$ cat src/rtl/huffman_ctrl_pkg.sv
// Shared constants for the Huffman pipeline controller: FSM encoding, stage IDs and defaults.
package huffman_ctrl_pkg;

    localparam int DEF_TIMEOUT_CYCLES = 200000;

    typedef logic [1:0] stage_t;

    localparam stage_t STG_HIST = 2'd0;
    localparam stage_t STG_CSG  = 2'd1;
    localparam stage_t STG_CWG  = 2'd2;
    localparam stage_t STG_ENC  = 2'd3;

    // Each GO is followed by its WAIT, and each WAIT by the next GO (or FIN),
    // so the successor state is always the current encoding plus one.
    localparam logic [3:0] ST_IDLE      = 4'd0;
    localparam logic [3:0] ST_HIST_GO   = 4'd1;
    localparam logic [3:0] ST_HIST_WAIT = 4'd2;
    localparam logic [3:0] ST_CSG_GO    = 4'd3;
    localparam logic [3:0] ST_CSG_WAIT  = 4'd4;
    localparam logic [3:0] ST_CWG_GO    = 4'd5;
    localparam logic [3:0] ST_CWG_WAIT  = 4'd6;
    localparam logic [3:0] ST_ENC_GO    = 4'd7;
    localparam logic [3:0] ST_ENC_WAIT  = 4'd8;
    localparam logic [3:0] ST_FIN       = 4'd9;
    localparam logic [3:0] ST_ERROR     = 4'd10;

    function automatic stage_t state_stage(input logic [3:0] st);
        case (st)
            ST_CSG_GO, ST_CSG_WAIT: state_stage = STG_CSG;
            ST_CWG_GO, ST_CWG_WAIT: state_stage = STG_CWG;
            ST_ENC_GO, ST_ENC_WAIT, ST_FIN: state_stage = STG_ENC;
            default: state_stage = STG_HIST;
        endcase
    endfunction

endpackage

$ cat src/rtl/huffman_pipeline_controller_stage_watchdog.sv
// Per-stage watchdog: cleared on load, counts while enabled, flags the last allowed wait cycle.
import huffman_ctrl_pkg::*;

module stage_watchdog #(
    parameter int TMO_WIDTH      = 18,
    parameter int TIMEOUT_CYCLES = DEF_TIMEOUT_CYCLES
) (
    input  logic clk,
    input  logic reset,
    input  logic load_i,
    input  logic en_i,
    output logic expire_o
);

    logic [TMO_WIDTH-1:0] cnt_q, cnt_d;

    assign expire_o = en_i && (cnt_q == TMO_WIDTH'(TIMEOUT_CYCLES - 1));

    always_comb begin
        cnt_d = cnt_q;
        if (load_i)
            cnt_d = '0;
        else if (en_i && !expire_o)
            cnt_d = cnt_q + 1'b1;
    end

    always_ff @(posedge clk) begin
        if (reset)
            cnt_q <= '0;
        else
            cnt_q <= cnt_d;
    end

endmodule

$ cat src/rtl/huffman_pipeline_controller.sv
// Sequencer for the canonical Huffman encoder: HIST -> CSG -> CWG -> ENC with watchdogs,
// abort handling and a cached code-table valid flag for encode-only jobs.
import huffman_ctrl_pkg::*;

module huffman_pipeline_controller #(
    parameter int TIMEOUT_CYCLES = DEF_TIMEOUT_CYCLES,
    parameter int TMO_WIDTH      = 18,
    parameter int CNT_WIDTH      = 24
) (
    input  logic                 clk,
    input  logic                 reset,
    input  logic                 cmd_start,
    input  logic                 cmd_reuse,
    input  logic                 cmd_abort,
    input  logic                 cmd_clear,
    output logic                 hist_start,
    output logic                 csg_start,
    output logic                 cwg_start,
    output logic                 enc_start,
    input  logic                 hist_done,
    input  logic                 csg_done,
    input  logic                 cwg_done,
    input  logic                 enc_done,
    output logic                 dp_abort,
    output logic                 busy,
    output logic                 done,
    output logic                 error,
    output logic [1:0]           err_stage,
    output logic                 table_valid,
    output logic [CNT_WIDTH-1:0] job_cycles
);

    logic [3:0]           state_q, state_d;
    logic [3:0]           start_q;
    logic                 busy_q, done_q, error_q, dpab_q, dpab_d;
    logic                 tv_q, tv_d;
    stage_t               es_q, es_d;
    logic [CNT_WIDTH-1:0] cnt_q, cnt_d, jc_q, jc_d;

    stage_t     stg;
    logic [3:0] done_vec;
    logic       stg_done, in_job, is_go, is_wait, expire;

    assign done_vec = {enc_done, cwg_done, csg_done, hist_done};
    assign stg      = state_stage(state_q);
    assign stg_done = done_vec[stg];
    assign in_job   = (state_q != ST_IDLE) && (state_q != ST_ERROR);
    assign is_go    = (state_q == ST_HIST_GO) || (state_q == ST_CSG_GO)
                   || (state_q == ST_CWG_GO)  || (state_q == ST_ENC_GO);
    assign is_wait  = (state_q == ST_HIST_WAIT) || (state_q == ST_CSG_WAIT)
                   || (state_q == ST_CWG_WAIT)  || (state_q == ST_ENC_WAIT);

    stage_watchdog #(
        .TMO_WIDTH      (TMO_WIDTH),
        .TIMEOUT_CYCLES (TIMEOUT_CYCLES)
    ) u_wdog (
        .clk      (clk),
        .reset    (reset),
        .load_i   (is_go),
        .en_i     (is_wait),
        .expire_o (expire)
    );

    always_comb begin
        state_d = state_q;
        tv_d    = tv_q;
        es_d    = es_q;
        cnt_d   = cnt_q;
        jc_d    = jc_q;
        dpab_d  = 1'b0;
        if (in_job)
            cnt_d = (&cnt_q) ? cnt_q : cnt_q + 1'b1;
        case (state_q)
            ST_IDLE: begin
                if (cmd_start) begin
                    cnt_d = CNT_WIDTH'(1);
                    if (cmd_reuse && tv_q) begin
                        state_d = ST_ENC_GO;
                    end else begin
                        state_d = ST_HIST_GO;
                        tv_d    = 1'b0;
                    end
                end
            end
            ST_HIST_GO, ST_CSG_GO, ST_CWG_GO, ST_ENC_GO:
                state_d = state_q + 4'd1;
            ST_HIST_WAIT, ST_CSG_WAIT, ST_CWG_WAIT, ST_ENC_WAIT: begin
                // A done arriving on the expiry cycle still completes the stage.
                if (stg_done) begin
                    state_d = state_q + 4'd1;
                    if (state_q == ST_CWG_WAIT)
                        tv_d = 1'b1;
                    if (state_q == ST_ENC_WAIT)
                        jc_d = cnt_d;
                end else if (expire) begin
                    state_d = ST_ERROR;
                    es_d    = stg;
                    dpab_d  = 1'b1;
                    if (stg != STG_ENC)
                        tv_d = 1'b0;
                end
            end
            ST_FIN:
                state_d = ST_IDLE;
            ST_ERROR: begin
                if (cmd_clear) begin
                    state_d = ST_IDLE;
                    es_d    = STG_HIST;
                end
            end
            default:
                state_d = ST_IDLE;
        endcase
        // Abort overrides whatever the stage did this cycle.
        if (in_job && cmd_abort) begin
            state_d = ST_IDLE;
            dpab_d  = 1'b1;
            es_d    = es_q;
            jc_d    = jc_q;
            tv_d    = (stg != STG_ENC && state_q != ST_FIN) ? 1'b0 : tv_q;
        end
    end

    always_ff @(posedge clk) begin
        if (reset) begin
            state_q <= ST_IDLE;
            start_q <= '0;
            busy_q  <= 1'b0;
            done_q  <= 1'b0;
            error_q <= 1'b0;
            dpab_q  <= 1'b0;
            tv_q    <= 1'b0;
            es_q    <= STG_HIST;
            cnt_q   <= '0;
            jc_q    <= '0;
        end else begin
            state_q <= state_d;
            start_q <= {state_d == ST_ENC_GO, state_d == ST_CWG_GO,
                        state_d == ST_CSG_GO, state_d == ST_HIST_GO};
            busy_q  <= (state_d != ST_IDLE) && (state_d != ST_ERROR);
            done_q  <= (state_d == ST_FIN);
            error_q <= (state_d == ST_ERROR);
            dpab_q  <= dpab_d;
            tv_q    <= tv_d;
            es_q    <= es_d;
            cnt_q   <= cnt_d;
            jc_q    <= jc_d;
        end
    end

    assign hist_start  = start_q[STG_HIST];
    assign csg_start   = start_q[STG_CSG];
    assign cwg_start   = start_q[STG_CWG];
    assign enc_start   = start_q[STG_ENC];
    assign busy        = busy_q;
    assign done        = done_q;
    assign error       = error_q;
    assign dp_abort    = dpab_q;
    assign err_stage   = es_q;
    assign table_valid = tv_q;
    assign job_cycles  = jc_q;

endmodule
$ cat config.mk
export PLATFORM = sky130hd
export DESIGN_NAME = huffman_pipeline_controller
export DESIGN_NICKNAME = d
export VERILOG_FILES = /design/src/rtl/huffman_ctrl_pkg.sv /design/src/rtl/huffman_pipeline_controller_stage_watchdog.sv /design/src/rtl/huffman_pipeline_controller.sv
export SDC_FILE = /design/constraint.sdc
export NUM_CORES = 1
export LEC_CHECK = 0
export CELL_PAD_IN_SITES_DETAIL_PLACEMENT = 1
export CELL_PAD_IN_SITES_GLOBAL_PLACEMENT = 1
export CORE_MARGIN = 5
export CORE_UTILIZATION = 45
export CTS_BUF_LIST = sky130_fd_sc_hd__clkbuf_4 sky130_fd_sc_hd__clkbuf_8
export DETAILED_ROUTE_END_ITERATION = 8
export PLACE_DENSITY_LB_ADDON = 0.1
export RECOVER_POWER = 50
export SYNTH_ARGS = -nofsm -noshare
export SYNTH_HDL_FRONTEND = slang
export SYNTH_HIERARCHICAL = 1
export SYNTH_SLANG_ARGS = --single-unit
$ cat constraint.sdc
create_clock -name clk -period 3.5 [get_ports clk]
set_input_delay 0.875 -clock clk [delete_from_list [all_inputs] [get_ports clk]]
set_output_delay 0.875 -clock clk [all_outputs]
set_load 0.1 [all_outputs]
## Yosys cells after proc, flatten, opt, wreduce, memory -nomap -nowiden

Index checks and enable logic that the tools add are counted.

- Flip-flop bits (word level): 81
- Input bits: 10
- Output and inout bits: 35
- Word-level logic and storage cells: 106

- Order comparisons: 1
- Multiplexer cells: 31
- Add/subtract/negate cells: 3
- Bitwise operators: 1
- Equal/unequal tests: 30
- Reduce and logical (&&, ||, !) cells: 29

Operators with widths:

| cell | number |
|---|---|
| 2-to-1 mux 24 bit | 4 |
| adder 24 x 1 -> 24 bit, second input constant | 1 |
| == test 4 x 3 -> 1 bit, second input constant | 6 |
| AND reduction 24 bit | 1 |
| == test 4 bit, second input constant | 5 |
| 2-to-1 mux 4 bit | 5 |
| != test 4 bit, second input constant | 5 |
| adder 18 x 1 -> 18 bit, second input constant | 1 |
| == test 18 bit, second input constant | 1 |
| one-hot mux 4 bit (4 select lines) | 1 |
| 2-to-1 mux 1 bit | 13 |
| == test 4 x 2 -> 1 bit, second input constant | 3 |
| == test 4 x 1 -> 1 bit, second input constant | 2 |
| nonzero test 4 bit | 2 |
| OR reduction 4 bit | 2 |
| logical AND 1 bit | 7 |
| AND reduction 7 bit | 1 |
| logical OR 1 bit | 6 |
| 2-to-1 mux 2 bit | 3 |
| != test 2 bit, second input constant | 3 |
| != test 3 bit, second input constant | 2 |
| one-hot mux 2 bit (3 select lines) | 1 |
| OR reduction 2 bit | 3 |
| AND reduction 5 bit | 1 |
| 15 further kinds | 16 |

## Longest topological paths before layout

- Depth in word-level cells: 11
- Mapped depth: 15
- Depth with buffers taken out: 13

## By module

The synthesis kept the hierarchy.

By module, submodules not included:

| module | cells an instance | seq. area each (sq um) | area each (sq um) | instances |
|---|---|---|---|---|
| huffman_pipeline_controller | 367 | 1261.2 | 3305.7 | 1 |
| stage_watchdog | 110 | 360.3 | 930.9 | 1 |

## Least setup slack after synthesis

No wires, ideal clock.

- Path type: register to register
- Start: register state_q[0]
- End: register done_q, in the netlist done
- Setup time: 0.060 ns
- Arrival: 3.132 ns
- Stages on the path, launching flop included: 14
- Clock period less this slack: 3.192 ns
- Data required time: 3.440 ns
- Setup slack: 0.308 ns
- Buffers on the path: 2
- Cells stage by stage: dfxtp_1 -> inv_1 -> ha_1 -> buf_2 -> a21oi_1 -> o21ai_2 -> buf_2 -> and3_1 -> and3_2 -> or2_2 -> mux2_4 -> a221oi_4 -> nor3b_1 -> and3b_1

- Cells in the longest elaborated chain, start to end: 10
- Elaborated cells on any way between the ends: 35
- Classes of those cells: add/sub: 1; eq/ne: 12; mux: 9; reduce/logical: 13

RTL lines:

| element | RTL line | source |
|---|---|---|
| start, declared | huffman_pipeline_controller.sv:33 | `logic [3:0] state_q, state_d;` |
| start signal, assigned | huffman_pipeline_controller.sv:137 | `state_q <= state_d;` |
| == test 4 x 2 -> 1 bit / == test 4 x 3 -> 1 bit (equally long branches) | huffman_pipeline_controller.sv:50 | `assign is_wait = (state_q == ST_HIST_WAIT) \|\| (state_q == ST_CSG_WAIT)` |
| logical OR 1 bit | huffman_pipeline_controller.sv:50 |  |
| logical OR 1 bit | huffman_pipeline_controller.sv:51 | `\|\| (state_q == ST_CWG_WAIT) \|\| (state_q == ST_ENC_WAIT);` |
| logical OR 1 bit * | huffman_pipeline_controller.sv:51 |  |
| named net is_wait | huffman_pipeline_controller.sv:42 | `logic stg_done, in_job, is_go, is_wait, expire;` |
| logical AND 1 bit * | huffman_pipeline_controller_stage_watchdog.sv:17 | `assign expire_o = en_i && (cnt_q == TMO_WIDTH'(TIMEOUT_CYCLES - 1));` |
| named net expire | huffman_pipeline_controller.sv:42 |  |
| 2-to-1 mux 4 bit * | huffman_pipeline_controller.sv:95 | `end else if (expire) begin` |
| 2-to-1 mux 4 bit * | huffman_pipeline_controller.sv:89 | `if (stg_done) begin` |
| one-hot mux 4 bit (4 select lines) * | huffman_pipeline_controller.sv:73 | `case (state_q)` |
| 2-to-1 mux 4 bit * | huffman_pipeline_controller.sv:115 | `if (in_job && cmd_abort) begin` |
| == test 4 bit * | huffman_pipeline_controller.sv:141 | `done_q <= (state_d == ST_FIN);` |
| end signal, assigned | huffman_pipeline_controller.sv:141 |  |
| end, declared | huffman_pipeline_controller.sv:35 | `logic busy_q, done_q, error_q, dpab_q, dpab_d;` |

The timed path passes the listed nets; every way through them passes the cells marked *. The select of a mux whose other input is x is not followed.
A chain may end at the register's enable or synchronous reset.

## Worst setup path after layout

- Start: register state_q[0]
- End: register start_q[3]

- Cells in the longest elaborated chain, start to end: 10
- Elaborated cells on any way between the ends: 35
- Classes of those cells: add/sub: 1; eq/ne: 12; mux: 9; reduce/logical: 13

RTL lines:

| element | RTL line | source |
|---|---|---|
| == test 4 x 2 -> 1 bit / == test 4 x 3 -> 1 bit (equally long branches) | huffman_pipeline_controller.sv:50 |  |
| logical OR 1 bit | huffman_pipeline_controller.sv:50 |  |
| logical OR 1 bit | huffman_pipeline_controller.sv:51 |  |
| logical OR 1 bit * | huffman_pipeline_controller.sv:51 |  |
| named net is_wait | huffman_pipeline_controller.sv:42 |  |
| logical AND 1 bit * | huffman_pipeline_controller_stage_watchdog.sv:17 |  |
| named net expire | huffman_pipeline_controller.sv:42 |  |
| 2-to-1 mux 4 bit * | huffman_pipeline_controller.sv:95 |  |
| 2-to-1 mux 4 bit * | huffman_pipeline_controller.sv:89 |  |
| one-hot mux 4 bit (4 select lines) * | huffman_pipeline_controller.sv:73 |  |
| 2-to-1 mux 4 bit * | huffman_pipeline_controller.sv:115 |  |
| == test 4 x 3 -> 1 bit * | huffman_pipeline_controller.sv:138 | `start_q <= {state_d == ST_ENC_GO, state_d == ST_CWG_GO,` |
| end signal, assigned | huffman_pipeline_controller.sv:138 |  |
| end, declared | huffman_pipeline_controller.sv:34 | `logic [3:0] start_q;` |

Marked as above.

==> summary.txt <==
Route
  • DRT Wirelength: 11000 µm
  • Initial DRT Pass Iterations: 4
  • DR WL/cell: 17.3 µm
  • Initial DRC count: 128
  • DR vias: 3701
  • DRC Markers: 0
  • Via density: 5.80
  • Post-route ant nets: 0

Synthesis
  • Area share of fa/ha/maj cells after synthesis: 0.0177
  • Largest family of logic cells by synthesized area: simple AND/OR/NAND/NOR gates
  • Syn Area/Cell: 8.88 µm²
  • Cell Area, Synth: 4240 µm²
  • Post-synth EDFFs: 0
  • Synth warn: 6
  • Synth Area in Simple Gates: 0.271
  • Compound-Gate Fraction of Synth Area: 0.183
  • Post-synthesis sequential area ratio: 0.383
  • Main flop type after synthesis: dfxtp_1
  • Netlist cell types: 77
  • Syn_nets: 493
  • Mux cell area share after synthesis: 0.0402
  • Yosys reg bits: 81
  • XOR/XNOR Fraction of Synth Area: 0.0641
  • Async S/R FF share, synth: 0
  • Syn Inst Count: 477

GRT
  • First-pass GRT wire length: 18700 µm
  • GR Overflow Total: 0
  • Largest net degree at the start of global routing: 48
  • GRT Total Usage: 0.199
  • Vias in the first global route: 3834
  • Antenna violations before repair: 0

Critical path
  • CP Capture Type: register
  • Worst setup path class: reg2reg
  • Worst-path fanout max: 9
  • CP Launch Point: state_q[0]
  • Critical path required time: 3800 ps
  • Worst EP arrival: 3560 ps
  • CP Launch Type: register
  • Origin of the critical flop-to-flop path: state_q[0]

Power
  • Reg power frac: 0.429
  • Switching Fraction: 0.384
  • NetSw: 0.883 mW
  • PwrDens: 482 nW/µm²
  • Logic pwr share: 0.293
  • Leak pwr: 1.58 nW
  • Worst VDD drop: 0.000223 V
  • Clk network pwr share: 0.278
  • P_int: 1.41 mW
  • Overall power: 2.30 mW

Clock network
  • CTS Hold Bufs: 0
  • Clk sinks: 81
  • Maximum clock path buffer count: 2
  • CTS tree: done
  • Clock slew at reported path FFs: 90 ps
  • Clock Latency Late Sink: 370 ps
  • Setup bufs post-CTS: 0
  • Post-CTS sizing: 0
  • CTS buffer count: 9
  • H-tree Lvls: 3
  • CTS root buffer: clkbuf_8

Die
  • Starting Density: 0.461
  • Core Region: 9200 µm²
  • Die Wd: 107 µm
  • Die footprint: 11500 µm²
  • I/O pins: 45
  • # rows: 35
  • Die height: 107 µm

Placed design
  • Number of buffers added on ports: 44
  • Placer Congestion: 0.878
  • Placed cells: 622
  • DP Wirelength: 8100 µm

STA
  • Slew Viols, Final: 0
  • Final setup fails: 0
  • Worst Skew: 15.2 ps
  • Relative slew slack: 0.205
  • Fmax: 0.306 GHz
  • Final Cycle Share: 0.932
  • Final Hold Vio Count: 0
  • Setup_tns: 0 ps
  • Slew @ Worst Pin: 1200 ps
  • Min Tclk post-route: 3260 ps
  • RSZ-0062 raised after global routing: no

Worst hold path
  • Worst hold path class: reg2reg
  • Hold Startpoint: job_cycles[21]

Finish
  • Area Overhead vs Synth: 12.4%
  • Fin cells: 638
  • Nets: 538
  • Final Util: 0.518
  • # diodes: 0
  • Layout cells sized above 1: 0.135

Status
  • Status: finished clean

Run
  • Maxcap violations: 0
-- power groups by stage --
stage	Clock, mW	Combinational (mW)	Sequential (mW)
2_1_floorplan	0	0.417	1.11
3_3_place_gp	0	0.671	1.01
3_5_place_dp	0	0.693	1.01
4_1_cts	0.655	0.697	0.986
5_1_grt	0.703	0.728	0.992
6_report	0.638	0.673	0.986
-- cells by family (layout without fill, tap and decap cells) --
| kind of cell | after synthesis | in the layout |
|---|---|---|
| xor+xnor | 31 | 31 |
| fa+ha+maj | 6 | 6 |
| mux | 15 | 15 |
| compound gates | 92 | 92 |
| buf+inv | 36 | 86 |
| simple gates | 216 | 216 |
| flops | 81 | 81 |
-- stage by stage --
step / area, µm² / hold WS [ps] / setup slack [ps]
after floorplan: 4240 / 458 / 308
after global placement: 4720 / 474 / 471
after detailed placement: 4720 / 492 / 320
after CTS: 4900 / 507 / 234
after global routing: 4760 / 530 / 29.7
final: 4760 / 499 / 237
-- layout by cell type, fill, tap and decap left out, types with 3 or more instances in the layout --
master            n
dfxtp_1          81
nor2_1           78
clkbuf_1         36
nand2_1          26
nand4_1          18
nand3_1          18
a21oi_1          17
xor2_1           16
xnor2_1          15
inv_1            14
a211oi_1         13
mux2i_1          11
o21ai_0          11
a211oi_2         11
and3_1           10
nor4_1           10
clkbuf_8          9
clkdlybuf4s50_1   9
buf_4             9
nor3_1            8
or3_1             6
ha_1              6
nand2b_1          5
or2_2             4
a31oi_1           4
or4_1             4
a221oi_2          3
o211ai_1          3
nor2b_1           3
-- layer usage --
metal	global-route usage	routed length [µm]	vias up
met5	0	0	-
met4	0.0703	157	0
met3	0.0337	340	16
met2	0.349	5540	55
met1	0.245	4980	1818
li1	-	-	1812
-- cell usage after synthesis (11+ instances only) --
cell,count,area [µm²]
inv_1,14,52.6
a21oi_1,17,85.1
clkbuf_1,11,41.3
nand2_1,26,97.6
nor2_1,78,293
dfxtp_1,81,1620
xnor2_1,15,131
nand3_1,18,90.1
mux2i_1,11,110
xor2_1,16,140
a211oi_1,13,97.6
nand4_1,18,113
a211oi_2,11,138
o21ai_0,11,55.1
-- registers in the layout, summed over array words and instances (netlist names) --
| name | count |
|---|---|
| job_cycles | 24 |
| state_q | 4 |
| u_wdog/cnt_q | 18 |
| dp_abort | 1 |
| done | 1 |
| cnt_q | 24 |
| start_q | 4 |
| busy | 1 |
| error | 1 |
| table_valid | 1 |
| err_stage | 2 |
-- cell type report --
cell class                 count  area [µm²]
fill                        1141        4430
timing repair buffer          56         318
sequential                    81        1620
tap                          111         139
multi-input combinational    360        2450
clock buffer                   9         124
clock inverter                 7        55.1
inverter                      14        52.6
-- worst max-delay path: stages (launching register included) --
cell      delay (ps)
dfxtp_1          510
inv_1            110
ha_1             240
a21oi_1          260
o21ai_2           80
and3_1           250
and3_2           270
or4_1            490
o211ai_1         160
mux2i_4          150
nor4_1           440
and3b_1          230
-- path summary, 6_finish.rpt --
path / slack (ps) / end / depth (start not counted)
hold reg to reg: 500 / job_cycles[21] / 2
setup reg to reg: 240 / start_q[3] / 11
hold / removal: 500 / job_cycles[21] / 2
setup / recovery: 240 / start_q[3] / 11
Power figures use the tool's default switching activity.
